==> config.mk <==
export PLATFORM = sky130hd
export DESIGN_NAME = dtu_seq
export DESIGN_NICKNAME = d
export VERILOG_FILES = /design/src/rtl/dtu_seq.sv
export SDC_FILE = /design/constraint.sdc
export NUM_CORES = 1
export LEC_CHECK = 0
export ABC_AREA = 0
export BUFFER_PORTS_ARGS = -buffer_cell sky130_fd_sc_hd__buf_2
export CAP_MARGIN = 20
export CORE_UTILIZATION = 54
export DETAILED_ROUTE_END_ITERATION = 8
export GPL_TIMING_DRIVEN = 1
export HOLD_SLACK_MARGIN = 0.08
export PLACE_DENSITY = 0.78
export SLEW_MARGIN = 10
export SYNTH_ARGS = -nofsm -noshare
export SYNTH_HDL_FRONTEND = slang
export SYNTH_SLANG_ARGS = --single-unit
==> constraint.sdc <==
create_clock -name clk -period 3.3 [get_ports clk]
set_clock_uncertainty 0.2 [all_clocks]
set_input_delay 0.825 -clock clk [delete_from_list [all_inputs] [get_ports clk]]
set_output_delay 0.825 -clock clk [all_outputs]
set_load 0.01 [all_outputs]
==> src/rtl/dtu_seq.sv <==
// Sequencer that configures one dtu, then runs NUM_FRAMES loop-back frames with retry on error/timeout.
// All outputs registered (Moore); dtu handshakes are level-held until the dtu answers or the timer expires.
module dtu_seq #(
    parameter int NUM_FRAMES = 4,
    parameter int MAX_RETRY  = 2,
    parameter int TIMEOUT    = 1023
) (
    input  logic       clk,
    input  logic       rst_n,
    input  logic       start,
    input  logic [1:0] div_sel,
    output logic       dtu_en,
    output logic [1:0] dtu_clk_div_sel,
    output logic       dtu_clk_div_ld,
    output logic       dtu_tx_start,
    output logic [1:0] dtu_tx_character_sel,
    output logic       dtu_rx_ack,
    input  logic       dtu_tx_busy,
    input  logic       dtu_rx_busy,
    input  logic       dtu_rx_ready,
    input  logic       dtu_rx_error,
    input  logic [6:0] dtu_rx_character1,
    input  logic [6:0] dtu_rx_character2,
    output logic       busy,
    output logic       done,
    output logic       fail,
    output logic [3:0] frame_cnt,
    output logic [7:0] err_cnt,
    output logic [6:0] last_char1,
    output logic [6:0] last_char2
);
    typedef enum logic [3:0] {
        S_IDLE, S_CFG, S_LOAD, S_ENABLE, S_TX_REQ, S_TX_WAIT,
        S_RX_WAIT, S_ACK, S_NEXT, S_DONE, S_FAIL
    } state_t;

    localparam logic [15:0] TMO_LAST   = 16'(TIMEOUT - 1);
    localparam logic [3:0]  FRAMES_END = 4'(NUM_FRAMES);
    localparam logic [2:0]  RETRY_MAX  = 3'(MAX_RETRY);

    state_t      state_q, state_d;
    logic [1:0]  div_q, div_d;
    logic [3:0]  frame_q, frame_d;
    logic [7:0]  err_q, err_d;
    logic [2:0]  retry_q, retry_d;
    logic [15:0] timer_q, timer_d;
    logic        rx_err_q, rx_err_d;
    logic [6:0]  char1_q, char1_d, char2_q, char2_d;
    logic        en_q, en_d, ld_q, ld_d, tx_start_q, tx_start_d, rx_ack_q, rx_ack_d;
    logic [1:0]  char_sel_q, char_sel_d;
    logic        busy_q, busy_d, done_q, done_d, fail_q, fail_d;
    logic        tmo, attempt_fail, err_inc, timer_restart, in_wait, rx_busy_unused;

    assign rx_busy_unused = dtu_rx_busy;

    always_comb begin
        state_d       = state_q;
        div_d         = div_q;
        frame_d       = frame_q;
        err_d         = err_q;
        retry_d       = retry_q;
        rx_err_d      = rx_err_q;
        char1_d       = char1_q;
        char2_d       = char2_q;
        attempt_fail  = 1'b0;
        err_inc       = 1'b0;
        timer_restart = 1'b0;
        tmo           = (timer_q == TMO_LAST);

        case (state_q)
            S_IDLE, S_DONE, S_FAIL: begin
                if (start) begin
                    div_d    = div_sel;
                    frame_d  = '0;
                    err_d    = '0;
                    retry_d  = '0;
                    rx_err_d = 1'b0;
                    state_d  = S_CFG;
                end
            end
            S_CFG:    state_d = S_LOAD;
            S_LOAD:   state_d = S_ENABLE;
            S_ENABLE: state_d = S_TX_REQ;
            S_TX_REQ: begin
                // The timer only runs while the strobe is actually driven (skips the retry gap cycle)
                if (dtu_tx_busy)             state_d = S_TX_WAIT;
                else if (tmo && tx_start_q)  attempt_fail = 1'b1;
            end
            S_TX_WAIT: begin
                if (!dtu_tx_busy) state_d = S_RX_WAIT;
                else if (tmo)     attempt_fail = 1'b1;
            end
            S_RX_WAIT: begin
                if (dtu_rx_ready) begin
                    rx_err_d = dtu_rx_error;
                    if (!dtu_rx_error) begin
                        char1_d = dtu_rx_character1;
                        char2_d = dtu_rx_character2;
                    end
                    state_d = S_ACK;
                end else if (tmo) begin
                    attempt_fail = 1'b1;
                end
            end
            S_ACK: begin
                if (!dtu_rx_ready) begin
                    if (rx_err_q) attempt_fail = 1'b1;
                    else          state_d = S_NEXT;
                end else if (tmo) begin
                    err_inc = 1'b1;
                    state_d = S_FAIL;
                end
            end
            S_NEXT: begin
                frame_d = frame_q + 4'd1;
                retry_d = '0;
                state_d = (frame_q + 4'd1 == FRAMES_END) ? S_DONE : S_TX_REQ;
            end
            default: state_d = S_IDLE;
        endcase

        if (attempt_fail) begin
            err_inc = 1'b1;
            if (retry_q < RETRY_MAX) begin
                retry_d       = retry_q + 3'd1;
                state_d       = S_TX_REQ;
                timer_restart = 1'b1;
            end else begin
                state_d = S_FAIL;
            end
        end
        if (err_inc && err_q != 8'hFF) err_d = err_q + 8'd1;

        in_wait = (state_q inside {S_TX_REQ, S_TX_WAIT, S_RX_WAIT, S_ACK});
        if (state_d != state_q || timer_restart || (state_q == S_TX_REQ && !tx_start_q) || !in_wait)
            timer_d = '0;
        else
            timer_d = timer_q + 16'd1;

        en_d       = (state_d inside {S_ENABLE, S_TX_REQ, S_TX_WAIT, S_RX_WAIT, S_ACK, S_NEXT});
        ld_d       = (state_d == S_LOAD);
        // A timed-out request drops the strobe for one cycle so the retry is a fresh pulse
        tx_start_d = (state_d == S_TX_REQ) && !(state_q == S_TX_REQ && timer_restart);
        char_sel_d = (state_d inside {S_TX_REQ, S_TX_WAIT, S_RX_WAIT, S_ACK}) ? frame_d[1:0] : 2'd0;
        rx_ack_d   = (state_d == S_ACK);
        busy_d     = !(state_d inside {S_IDLE, S_DONE, S_FAIL});
        done_d     = (state_d == S_DONE);
        fail_d     = (state_d == S_FAIL);
    end

    always_ff @(posedge clk) begin
        if (!rst_n) begin
            state_q    <= S_IDLE;
            div_q      <= '0;
            frame_q    <= '0;
            err_q      <= '0;
            retry_q    <= '0;
            timer_q    <= '0;
            rx_err_q   <= 1'b0;
            char1_q    <= '0;
            char2_q    <= '0;
            en_q       <= 1'b0;
            ld_q       <= 1'b0;
            tx_start_q <= 1'b0;
            char_sel_q <= '0;
            rx_ack_q   <= 1'b0;
            busy_q     <= 1'b0;
            done_q     <= 1'b0;
            fail_q     <= 1'b0;
        end else begin
            state_q    <= state_d;
            div_q      <= div_d;
            frame_q    <= frame_d;
            err_q      <= err_d;
            retry_q    <= retry_d;
            timer_q    <= timer_d;
            rx_err_q   <= rx_err_d;
            char1_q    <= char1_d;
            char2_q    <= char2_d;
            en_q       <= en_d;
            ld_q       <= ld_d;
            tx_start_q <= tx_start_d;
            char_sel_q <= char_sel_d;
            rx_ack_q   <= rx_ack_d;
            busy_q     <= busy_d;
            done_q     <= done_d;
            fail_q     <= fail_d;
        end
    end

    assign dtu_en               = en_q;
    assign dtu_clk_div_sel      = div_q;
    assign dtu_clk_div_ld       = ld_q;
    assign dtu_tx_start         = tx_start_q;
    assign dtu_tx_character_sel = char_sel_q;
    assign dtu_rx_ack           = rx_ack_q;
    assign busy                 = busy_q;
    assign done                 = done_q;
    assign fail                 = fail_q;
    assign frame_cnt            = frame_q;
    assign err_cnt              = err_q;
    assign last_char1           = char1_q;
    assign last_char2           = char2_q;
endmodule

==> metrics.cfg <==
[yosys]
netlist_area_um2 = 3050
ys_ff_latch = 61
synth_top_family_by_area = simple AND/OR/NAND/NOR gates
synth_area_leaders = dfxtp_1 40%, mux2i_1 5.9%, nor2_1 4.9%
synth.yosys.seq_area_share_pct = 40.0
avgSynthCellArea_um2 = 8.89
synth_xor_area_share_pct = 5.17
synth.net_count = 372
yosys_warnings = 0
synth_top_area_share_pct = 40.0
syn_inst = 343
synth_compound_area_share_pct = 15.2
synthMuxAreaShare_pct = 6.64
synth_edf_count = 0
synth_fa_ha_area_share_pct = 2.46
ys.flop_type = dfxtp_1
ys_async_sr_fraction_pct = 0
synth_top_cell_by_area = dfxtp_1
synth_simple_gate_area_share_pct = 27.0
ys_types = 60

[global_routing]
grt_max_degree = 27
grt_pass1_wl_um = 10900
grt_antenna_before_repair = 0
grtUsageTotal_pct = 23.2
grt_pass1_vias = 2463
gr-total-overflow = 0

[cells_and_area]
fill_cells = 492
final_cell_mix = 61 x dfxtp_1, 58 x buf_2, 40 x nor2_1, 23 x nand2_1, 18 x mux2i_1
syn2layout_area_growth_pct = 17.0
fin_area_um2 = 3570
layout_commonest_cell = dfxtp_1
nNetsFinal = 431
antennaDiodeCount = 0
layout-drive-gt1-share_pct = 24.1
post-route-util_pct = 65.2

[clock_tree]
cts_tree = built
holdBufCountCts = 0
cts_setup_buffers = 0
numCtsBuffers = 9
cts.sinks = 61
clk_pin_slew_ns = 0.07
clock_latency_ns = 0.35
postCtsResizedCells = 0
cts_root_buf = clkbuf_8
clockBufferDepth = 2
cts_max_level = 3

[die]
start_util_pct = 55.7
core_um2 = 5470
die_h_um = 77.2
dieArea_um2 = 5950
rows = 27
die_x_um = 77.2
io_pins = 60

[run]
maxCapViolCount = 0

[worst_setup_path]
cp_slowest_cell = or4_4
cp-end-kind = flip-flop
crit_fanout = 16
path_delay_family = simple AND/OR/NAND/NOR gates
crit_path_max_incr_delay_ns = 0.56
worst_ep_arrival_time_ns = 2.87
critical_path_class = reg -> reg
path_buf_inv = 0
start_kind = flip-flop
cp_data_required_time_ns = 3.32
worstPathCellList = or4_4 > nor4_1 > a41oi_1 > o21ai_0 > o21a_2 > nor3_1

[detailed_routing]
drt-total-wl_um = 6560
post_drt_wl_per_cell_um = 13.7
routed_via_density = 5.69
dr_total_vias = 2727
first_pass_iters = 6
drt_iter0_drc = 190
drc = 0
postRouteAntennaNets = 0

[sta]
period_minus_slack_ns = 2.85
rsz0062_at_grt = no
clock.fmax_mhz = 351
maxSlewHeadroom_pct = 45.9
fin_hold_ws_ns = 0.293
drv_slew = 0
tightest_slew_ns = 0.810
setup_violations = 0
tns_ns = 0
period_share_pct = 86.3
hold_viol_final = 0

[power]
finalPower_w = 0.00180
leakagePower_nw = 1.56
power_density_nw_per_um2 = 503
ir_worst_vdd_v = 0.000353

[placed_design]
hpwl_um = 4610
gp_congestion = 0.882
placed_area_um2 = 3390
port_buffers = 58

[hold_path]
hold_path.class = reg -> reg

[run_status]
status = finished clean

-- through the flow --
step | instances | setup slack (ns)
after floorplan | 343 | 0.468
after global placement | 463 | 0.372
after detailed placement | 463 | 0.302
after CTS | 479 | 0.442
after global routing | 479 | 0.193
final | 479 | 0.451
-- cell usage after synthesis, types with 3 or more instances --
library cell	count
a21boi_0	4
a21oi_1	14
a221o_1	3
a31oi_1	4
and3_1	7
buf_2	6
clkbuf_1	7
dfxtp_1	61
ha_1	6
inv_1	6
mux2i_1	18
nand2_1	23
nand2b_1	6
nand3_1	13
nand3b_1	5
nand4_1	4
nand4b_1	3
nor2_1	40
nor2b_1	7
nor3_1	12
nor4_1	11
o21ai_0	14
or2_2	4
xnor2_1	10
xor2_1	8
-- logic make-up (layout without fill, tap and decap cells) --
logic type	count (synthesis)	after routing
compound gates	65	65
xor+xnor	18	18
fa+ha+maj	6	6
buf+inv	22	86
flops	61	61
mux	20	20
simple gates	151	151
-- worst min-delay path: cells and delay by family (launching register included) --
family,cells,cell delay [ns]
multiplexers,1,0.07
AND/OR/NAND/NOR,1,0.07
flip-flops,1,0.33
-- registers in the layout (all words and copies together) (netlist names) --
signal	count
dtu_clk_div_ld	1
dtu_tx_character_sel	2
last_char2	7
dtu_rx_ack	1
dtu_tx_start	1
err_cnt	8
state_q	4
rx_err_q	1
timer_q	16
done	1
fail	1
dtu_en	1
retry_q	3
frame_cnt	4
dtu_clk_div_sel	2
last_char1	7
busy	1
-- cell type report --
type	instances	area (um2)	area share, %
inverter	6	22.5	0.631
multi-input combinational	260	1720	48.3
sequential	61	1220	34.2
timing repair buffer	64	335	9.39
clock buffer	9	124	3.47
tap	72	90.1	2.52
clock inverter	7	52.6	1.47
-- metal layers --
layer	routed length (um)	global-route usage, %
met5	0	0
met4	85	6.79
met3	322	8.69
met2	3230	41.5
met1	2920	25.4
-- report_power, final --
part	switching, W	internal, W	leakage [nW]	total, W
sequential	0.0000596	0.000769	0.492	0.000829
clock	0.000315	0.000272	0.0774	0.000587
combinational	0.000217	0.000161	0.986	0.000379
-- final timing paths --
| check | start | end | slack (ns) | depth (start not counted) |
|---|---|---|---|---|
| worst max-delay path | timer_q[12] | timer_q[11] | 0.45 | 6 |
| worst min-delay path | last_char2[5] | last_char2[5] | 0.29 | 2 |
| worst max register to register | timer_q[12] | timer_q[11] | 0.45 | 6 |
| worst min register to register | last_char2[5] | last_char2[5] | 0.29 | 2 |
Note: power is estimated with default switching activity, not from simulation.
